--- src/rtl/cam_stream_gen.sv ---
// rtl/cam_stream_gen.sv - camera sensor emulator: VSYNC/HREF/DATA timing with built-in test patterns.
// Optional frame checksum enabled by defining CAM_GEN_CHECKSUM_EN.
module cam_stream_gen #(
    parameter int HRES        = 640,
    parameter int VRES        = 480,
    parameter int DATA_W      = 8,
    parameter int VSYNC_LINES = 3,
    parameter int VBP_LINES   = 17,
    parameter int VFP_LINES   = 10,
    parameter int HBLANK      = 144,
    parameter int PCLK_DIV    = 2
) (
    input  logic              clk_i,
    input  logic              rst_i,
    input  logic              en_i,
    input  logic              fmt_i,
    input  logic [1:0]        pattern_i,
    input  logic [15:0]       const_pix_i,
    input  logic [7:0]        n_frames_i,
    output logic              cam_pclk_o,
    output logic              cam_vsync_o,
    output logic              cam_href_o,
    output logic [DATA_W-1:0] cam_data_o,
    output logic              busy_o,
    output logic              frame_done_o,
    output logic [15:0]       frame_cnt_o,
    output logic [31:0]       checksum_o,
    output logic              checksum_vld_o
);
    localparam int DIV_W   = (PCLK_DIV > 1) ? $clog2(PCLK_DIV) : 1;
    localparam int BPL_MAX = (DATA_W == 8) ? 2 * HRES : HRES;
    localparam int CNT_W   = $clog2(BPL_MAX + HBLANK + 1);
    localparam int ROW_W   = $clog2(VRES + 1);
    localparam int COL_W   = $clog2(HRES + 1);
    localparam int BARW    = HRES / 8;

    typedef enum logic [2:0] {S_IDLE, S_VSYNC, S_VBP, S_ACTIVE, S_HBLANK, S_VFP} state_t;

    localparam state_t POST_VSYNC = (VBP_LINES > 0) ? S_VBP : S_ACTIVE;
    localparam state_t FIRST      = (VSYNC_LINES > 0) ? S_VSYNC : POST_VSYNC;

    state_t            state_q, state_d;
    logic [DIV_W-1:0]  div_q;
    logic [CNT_W-1:0]  cnt_q, cnt_d;
    logic [15:0]       lcnt_q, lcnt_d;
    logic [ROW_W-1:0]  row_q, row_d;
    logic [COL_W-1:0]  col_q, col_d, barc_q, barc_d;
    logic [2:0]        bar_q, bar_d;
    logic              bsel_q, bsel_d;
    logic [15:0]       pix_q, pix_d;
    logic              fmt_q, fmt_d;
    logic [1:0]        pat_q, pat_d;
    logic [15:0]       cpix_q, cpix_d;
    logic [7:0]        nf_q, nf_d, run_q, run_d;
    logic [15:0]       fcnt_q, fcnt_d;
    logic              done_q, done_d;

    logic              tick, two_byte, start, line_end, frame_end;
    logic [CNT_W-1:0]  line_m1, bpl_m1;
    logic [15:0]       phase_last;
    logic [15:0]       pix_val;
    logic [DATA_W-1:0] beat_w;

    assign tick     = (div_q == DIV_W'(PCLK_DIV - 1));
    assign two_byte = (DATA_W == 8) && fmt_q;
    assign line_m1  = two_byte ? CNT_W'(BPL_MAX + HBLANK - 1) : CNT_W'(HRES + HBLANK - 1);
    assign bpl_m1   = two_byte ? CNT_W'(BPL_MAX - 1) : CNT_W'(HRES - 1);

    always_comb begin
        phase_last = 16'(VFP_LINES - 1);
        if (state_q == S_VSYNC) phase_last = 16'(VSYNC_LINES - 1);
        else if (state_q == S_VBP) phase_last = 16'(VBP_LINES - 1);
    end

    always_comb begin
        state_d = state_q;  cnt_d  = cnt_q;   lcnt_d = lcnt_q;  row_d  = row_q;
        col_d   = col_q;    barc_d = barc_q;  bar_d  = bar_q;   bsel_d = bsel_q;
        pix_d   = pix_q;    fmt_d  = fmt_q;   pat_d  = pat_q;   cpix_d = cpix_q;
        nf_d    = nf_q;     run_d  = run_q;   fcnt_d = fcnt_q;  done_d = 1'b0;
        start = 1'b0; line_end = 1'b0; frame_end = 1'b0;
        if (tick) begin
            case (state_q)
                S_IDLE: start = en_i;
                S_VSYNC, S_VBP, S_VFP: begin
                    if (cnt_q == line_m1) begin
                        cnt_d = '0;
                        if (lcnt_q == phase_last) begin
                            lcnt_d = '0;
                            if (state_q == S_VSYNC)    state_d = POST_VSYNC;
                            else if (state_q == S_VBP) state_d = S_ACTIVE;
                            else                       frame_end = 1'b1;
                        end else begin
                            lcnt_d = lcnt_q + 16'd1;
                        end
                    end else begin
                        cnt_d = cnt_q + 1'b1;
                    end
                end
                S_ACTIVE: begin
                    // The pixel counter also steps on the last beat so the next line continues from it.
                    if (two_byte && !bsel_q) begin
                        bsel_d = 1'b1;
                    end else begin
                        bsel_d = 1'b0;
                        col_d  = col_q + 1'b1;
                        pix_d  = pix_q + 16'd1;
                        if (barc_q == COL_W'(BARW - 1) && bar_q != 3'd7) begin
                            barc_d = '0;
                            bar_d  = bar_q + 3'd1;
                        end else begin
                            barc_d = barc_q + 1'b1;
                        end
                    end
                    if (cnt_q == bpl_m1) begin
                        cnt_d = '0;
                        if (HBLANK > 0) state_d = S_HBLANK;
                        else            line_end = 1'b1;
                    end else begin
                        cnt_d = cnt_q + 1'b1;
                    end
                end
                S_HBLANK: begin
                    if (cnt_q == CNT_W'(HBLANK - 1)) begin
                        cnt_d    = '0;
                        line_end = 1'b1;
                    end else begin
                        cnt_d = cnt_q + 1'b1;
                    end
                end
                default: state_d = S_IDLE;
            endcase
        end
        if (line_end) begin
            col_d = '0; barc_d = '0; bar_d = '0; bsel_d = 1'b0;
            if (row_q == ROW_W'(VRES - 1)) begin
                row_d = '0;
                if (VFP_LINES > 0) state_d = S_VFP;
                else               frame_end = 1'b1;
            end else begin
                row_d   = row_q + 1'b1;
                state_d = S_ACTIVE;
            end
        end
        if (frame_end) begin
            done_d = 1'b1;
            fcnt_d = fcnt_q + 16'd1;
            run_d  = run_q + 8'd1;
            if (en_i && (nf_q == 8'd0 || ({1'b0, run_q} + 9'd1) < {1'b0, nf_q})) start = 1'b1;
            else                                                               state_d = S_IDLE;
        end
        if (start) begin
            state_d = FIRST;
            cnt_d = '0; lcnt_d = '0; row_d = '0; col_d = '0; barc_d = '0; bar_d = '0;
            bsel_d = 1'b0; pix_d = '0;
            fmt_d = fmt_i; pat_d = pattern_i; cpix_d = const_pix_i; nf_d = n_frames_i;
            if (state_q == S_IDLE) run_d = '0;
        end
    end

    always_ff @(posedge clk_i) begin
        if (rst_i) begin
            state_q <= S_IDLE; div_q <= '0;  cnt_q <= '0;  lcnt_q <= '0; row_q <= '0;
            col_q <= '0;  barc_q <= '0; bar_q <= '0; bsel_q <= 1'b0; pix_q <= '0;
            fmt_q <= 1'b0; pat_q <= '0; cpix_q <= '0; nf_q <= '0; run_q <= '0;
            fcnt_q <= '0; done_q <= 1'b0;
        end else begin
            div_q   <= tick ? '0 : div_q + 1'b1;
            state_q <= state_d; cnt_q <= cnt_d;   lcnt_q <= lcnt_d; row_q <= row_d;
            col_q   <= col_d;   barc_q <= barc_d; bar_q <= bar_d;   bsel_q <= bsel_d;
            pix_q   <= pix_d;   fmt_q <= fmt_d;   pat_q <= pat_d;   cpix_q <= cpix_d;
            nf_q    <= nf_d;    run_q <= run_d;   fcnt_q <= fcnt_d; done_q <= done_d;
        end
    end

    always_comb begin
        case (pat_q)
            2'd0: begin
                case (bar_q)
                    3'd0: pix_val = 16'hFFFF;
                    3'd1: pix_val = 16'hFFE0;
                    3'd2: pix_val = 16'h07FF;
                    3'd3: pix_val = 16'h07E0;
                    3'd4: pix_val = 16'hF81F;
                    3'd5: pix_val = 16'hF800;
                    3'd6: pix_val = 16'h001F;
                    default: pix_val = 16'h0000;
                endcase
            end
            2'd1:    pix_val = pix_q;
            2'd2:    pix_val = 16'(col_q);
            default: pix_val = cpix_q;
        endcase
    end

    generate
        if (DATA_W == 8) begin : g_byte
            assign beat_w = (two_byte && bsel_q) ? pix_val[7:0] : pix_val[15:8];
        end else begin : g_word
            assign beat_w = fmt_q ? pix_val : {8'h00, pix_val[15:8]};
        end
    endgenerate

    assign cam_pclk_o   = tick && !rst_i;
    assign cam_vsync_o  = (state_q == S_VSYNC);
    assign cam_href_o   = (state_q == S_ACTIVE);
    assign cam_data_o   = cam_href_o ? beat_w : '0;
    assign busy_o       = (state_q != S_IDLE);
    assign frame_done_o = done_q;
    assign frame_cnt_o  = fcnt_q;

`ifdef CAM_GEN_CHECKSUM_EN
    logic [31:0] acc_q, ck_q, acc_nxt;
    logic        ckv_q;

    // A frame can end on an active beat when VFP and HBLANK are both zero, so fold that beat in first.
    assign acc_nxt = acc_q + (cam_href_o ? {{(32 - DATA_W){1'b0}}, beat_w} : 32'd0);

    always_ff @(posedge clk_i) begin
        if (rst_i) begin
            acc_q <= '0; ck_q <= '0; ckv_q <= 1'b0;
        end else begin
            ckv_q <= tick && frame_end;
            if (tick) begin
                acc_q <= start ? 32'd0 : acc_nxt;
                if (frame_end) ck_q <= acc_nxt;
            end
        end
    end

    assign checksum_o     = ck_q;
    assign checksum_vld_o = ckv_q;
`else
    assign checksum_o     = 32'd0;
    assign checksum_vld_o = 1'b0;
`endif

endmodule

--- config.mk ---
export PLATFORM = sky130hd
export DESIGN_NAME = cam_stream_gen
export DESIGN_NICKNAME = d
export VERILOG_FILES = /design/src/rtl/cam_stream_gen.sv
export SDC_FILE = /design/constraint.sdc
export NUM_CORES = 1
export LEC_CHECK = 0
export ABC_AREA = 0
export CORE_MARGIN = 8
export CORE_UTILIZATION = 61
export CTS_CLUSTER_DIAMETER = 60
export DETAILED_ROUTE_END_ITERATION = 12
export PLACE_DENSITY = 0.94
export REMOVE_ABC_BUFFERS = 1
export SETUP_SLACK_MARGIN = 0.05
export SLEW_MARGIN = 15
export SYNTH_ARGS = -nofsm -noshare
export SYNTH_HDL_FRONTEND = slang
export SYNTH_SLANG_ARGS = --single-unit
--- constraint.sdc ---
create_clock -name clk_i -period 10.5 [get_ports clk_i]
set_input_delay 2.1 -clock clk_i [delete_from_list [all_inputs] [get_ports clk_i]]
set_output_delay 2.1 -clock clk_i [all_outputs]
set_load 0.05 [all_outputs]
# Yosys cells after proc, flatten, opt, wreduce, memory -nomap -nowiden
# Index checks and enable logic that the tools add are counted.
# op_classes
n_bitwise	1
n_reduce_logical	24
n_mul	0
eq_ne	20
div	0
magnitude_cmp	1
add_sub_neg	11
n_shift	0
mux	45
# op_table
cell	n
16-bit one-hot mux with 7 select lines	1
11-bit two-way mux	5
16-bit by 1-bit adder with 16-bit output (second input constant)	3
16-bit one-hot mux with 3 select lines	1
8-bit two-way mux	5
11-bit one-hot mux with 3 select lines	1
16-bit two-way mux	2
3-bit two-way mux	10
11-bit equality test	2
10-bit by 1-bit adder with 10-bit output (second input constant)	2
16-bit equality test	1
1-bit two-way mux	16
3-bit equality test (second input constant)	5
3-bit by 2-bit equality test with 1-bit output (second input constant)	4
11-bit by 1-bit adder with 11-bit output (second input constant)	1
11-bit by 8-bit equality test with 1-bit output (second input constant)	1
10-bit by 7-bit equality test with 1-bit output (second input constant)	1
10-bit two-way mux	1
8-bit by 1-bit adder with 9-bit output (second input constant)	1
9-bit by 1-bit adder with 9-bit output (second input constant)	1
9-bit equality test (second input constant)	1
9-bit by 8-bit < comparator with 1-bit output	1
9-bit two-way mux	1
3-bit one-hot mux with 3 select lines	1
other kinds (21)	34
# totals
ram_bits	0
romBits	0
word_cells	120
register_bits	132
memories	0
latch_bits	0

# Longest topological paths before layout
# logic_depth
depth_word	12
mapped_depth	13
depth_no_buf	11

# Least setup slack after synthesis
# Ideal clock, no wire load.
# synth_timing
path_kind	in2out
startpoint	input port rst_i
endpoint	output port cam_pclk_o
t_required_ps	8400
arrival_ps	3277
slack_ps	5123
path_buffers	3
stages	4
path_cell_list	clkbuf_1 > clkbuf_1 > clkbuf_1 > nor2_1
# synth_via
elab_chain_len	2
# synth_lines
item	line_no	text
from (decl)	14	input logic rst_i,
1-bit zero test	203	assign cam_pclk_o = tick && !rst_i;
1-bit logical AND	203	
to (decl)	20	output logic cam_pclk_o,
# No other way between the ends.

# Worst setup path after layout
# layout_timing
startpoint	register bar_q[0]
endpoint	output port cam_data_o[5]
# layout_via
elab_chain_len	5
# layout_lines
item	line_no	text
from (decl)	48	logic [2:0] bar_q, bar_d;
from (signal assigned)	169	col_q <= col_d; barc_q <= barc_d; bar_q <= bar_d; bsel_q <= bsel_d;
3-bit equality test (tied with other cells)	178	case (bar_q)
16-bit one-hot mux with 7 select lines *	178	
16-bit one-hot mux with 3 select lines *	176	case (pat_q)
8-bit two-way mux *	197	assign beat_w = (two_byte && bsel_q) ? pix_val[7:0] : pix_val[15:8];
8-bit two-way mux *	206	assign cam_data_o = cam_href_o ? beat_w : '0;
to (decl)	23	output logic [DATA_W-1:0] cam_data_o,
# Mark *: on every way between the ends. The rest lies on a longest branch, timed or not.

==> flow_summary.ini <==
[outcome]
status = completed

[critical_path]
required_ns = 8.40
cp_max_fo = 6
worst_setup_path_start_kind = flip-flop
worstSetupPathType = reg2out
slowest_delay_ns = 0.86
critPathBufInv = 1
crit_arrival_ns = 3.62
worstSetupEndpointType = output port
crit_family = buffers and inverters
path_cells = ha_1 -> ha_1 -> a21boi_0 -> o22ai_1 -> nor3b_1 -> o22ai_1 -> a211oi_1 -> clkdlybuf4s50_1
crit_path_top_delay_cell = clkdlybuf4s50_1

[sta]
max-slew-margin-rel_pct = 35.3
max_freq_ghz = 0.175
fin_skew_ns = 0.00937
fin_ws_ns = 4.78
setup_violations = 0
setup_tns_ns = 0
max_slew.worst_pin.slew_ns = 0.964
rsz0062_at_grt = no
timing.final.crit_share_pct = 54.5
period_minus_slack_ns = 5.72
hold_viol = 0
slew_violations = 0

[route]
ant_nets = 0
drt_wl_total_um = 17800
drc = 0
dr_wl_met2_um = 8550
dr.pass1.iters = 5
dr_wl_met3_um = 1170
top_layer_used = met4
wl_met1_um = 7370
wl_per_cell_um = 16.5
drt_first_iter_violations = 553
vias = 6495
via_per_inst = 6.01

[finish]
utilization_pct = 70.9
design_area_sq_mm = 0.00841
diodes = 0
area_growth_pct = 14.9
final_nets = 972
drive_above_1_share_pct = 5.89
fillers = 802
final_cells = 1081

[clocking]
clock-root-buffer = clkbuf_16
cts.hold.buffers_added = 0
cts_buffers = 17
htreeDepth = 4
cts_sinks = 132
clock_latency_ns = 0.43
cts_resized = 0
cts_tree = yes
cts_max_path_buffers = 2
cts_setup_buffers = 0
cts.clk_slew.worst_paths_ns = 0.06

[floorplanning]
die-area_sq_mm = 0.0158
num_io_pins = 92
start_util_pct = 61.8
rows = 40
coreArea_sq_mm = 0.0119
die_w_um = 126
die_h_um = 126

[logic_synthesis]
yosys_warnings = 0
yosys.area.top_type_share_pct = 36.1
async_reset_ff_share_pct = 0
synth_xor_area_share_pct = 10.2
synthSimpleGateAreaFrac_pct = 28.4
synth_mux_area_share_pct = 4.78
yosysUniqueCellTypes = 64
synthTopCellsByArea = dfxtp_1 36%, nor2_1 6.5%, xnor2_1 6.2%
synth_edf_count = 0
syn_area_per_cell_sq_um = 8.33
synthCells = 879
syn-cell-area_sq_mm = 0.00732
synth.yosys.seq_area_share_pct = 36.1
synth_compound_gate_area_share_pct = 10.1
synth_top_family_by_area = simple AND/OR/NAND/NOR gates
ys_ff_latch = 132
synth-adder-area-share_pct = 3.59
yosysTopAreaCell = dfxtp_1
synthFlopType = dfxtp_1

[placement]
place_inst = 1049
placed_area_sq_mm = 0.00784
dp_hpwl_um = 11400
gp_congestion = 0.884
portBuffers = 58
post-place-ws_ns = 4.90

[job]
drv_cap = 0

[power]
p_leak_nw = 3.13
p_sw_share_pct = 25.2
clkPwrFrac_pct = 48.5
vdd_drop_max_mv = 0.111
switching_power_mw = 0.300
seqPwrFrac_pct = 43.0
power_density_mw_per_mm2 = 142
internal_power_mw = 0.892
comb_power_share_pct = 8.5

[global_route]
grt_pass1_wl_um = 29300
grtUsageTotal_pct = 22.3
grt_max_degree = 77
grt_antenna_before_repair = 0
grt_pass1_vias = 6093
grt.overflow.total = 0

[hold_path]
hp-class = reg2reg
[layer usage]
metal / up-vias / track usage (%)
met5: - / 0
met4: 0 / 12.9
met3: 74 / 6.25
met2: 271 / 36.9
met1: 3091 / 25.5
li1: 3059 / -
[power by group through the flow]
stage	clock (mW)	sequential, mW	combinational (mW)
6_report	0.578	0.512	0.102
5_1_grt	0.608	0.513	0.109
4_1_cts	0.584	0.512	0.101
3_5_place_dp	0	0.523	0.0986
3_3_place_gp	0	0.523	0.0975
2_1_floorplan	0	0.523	0.0681
[sequential cells by signal, indices dropped and copies added, names as in the netlist]
signal        cells
cnt_q            11
pat_q             2
nf_q              8
row_q             9
cpix_q           16
barc_q           10
run_q             8
frame_done_o      1
fmt_q             1
frame_cnt_o      16
pix_q            16
lcnt_q           16
div_q             1
state_q           3
bsel_q            1
bar_q             3
col_q            10
[per-stage QoR]
stage	total power [mW]	hold slack [ns]
6_report	1.19	0.484
5_1_grt	1.23	0.505
4_1_cts	1.20	0.483
3_5_place_dp	0.621	0.473
3_3_place_gp	0.620	0.455
2_1_floorplan	0.591	0.441
[placed cells by master, fill, tap and decap left out, drive strengths merged, types with 23 or more instances in the layout]
cell type	Yosys	final
a21oi	40	40
and3	24	24
clkdlybuf4s50	0	57
conb	1	33
dfxtp	132	132
inv	23	23
mux2i	35	35
nand2	53	53
nand2b	58	58
nand3	32	32
nor2	126	126
nor3	23	23
xnor2	52	52
xor2	33	33
[final cells by class]
class / count / area (sq um) / share of cell area (%)
clock inverter: 13 / 135 / 1.61
tap: 147 / 184 / 2.19
inverter: 23 / 86.3 / 1.03
sequential: 132 / 2640 / 31.4
clock buffer: 19 / 443 / 5.26
timing repair buffer: 64 / 621 / 7.38
multi-input combinational: 683 / 4300 / 51.1
[synth_stat cells, types with 3 or more instances]
cell      count
inv_1        23
nand4_1      20
nand3_1      32
xor2_1       33
ha_1         21
o21a_1        3
nor2b_1       6
nor2_1      126
dfxtp_1     132
o221ai_1      4
buf_4        33
nor4_1       15
xnor2_1      52
mux2i_1      35
nand2_1      53
and3_1       24
nand2b_1     58
and2_1        6
buf_2         7
or3_1         5
nor3_1       23
or4_1         4
nor3b_1       4
o211ai_1      4
buf_1         3
and4_1        9
a211oi_1     12
o22ai_1       4
a21oi_1      40
o21ai_0      12
a311oi_1      4
clkbuf_1     29
[tightest hold or removal path, cell delays in order (launching register included)]
cell,delay [ns]
dfxtp_1,0.31
nand2b_1,0.07
mux2i_1,0.06
[path summary, 6_finish.rpt]
path                              start                   end  slack, ns  cells after the start
setup / recovery  bar_q[0]$_SDFFE_PP0P_         cam_data_o[5]       4.78                      8
hold / removal     nf_q[6]$_SDFFE_PP0P_  nf_q[6]$_SDFFE_PP0P_       0.48                      2
setup reg to reg    run_q[0]$_SDFF_PP0_  nf_q[7]$_SDFFE_PP0P_       6.59                     10
hold reg to reg    nf_q[6]$_SDFFE_PP0P_  nf_q[6]$_SDFFE_PP0P_       0.48                      2
[cells by family after synthesis]
group / count (synthesis)
compound gates: 107
xor+xnor: 85
fa+ha+maj: 21
buf+inv: 96
flops: 132
mux: 35
other cells: 1
simple gates: 402
Note: power is estimated with default switching activity, not from simulation.
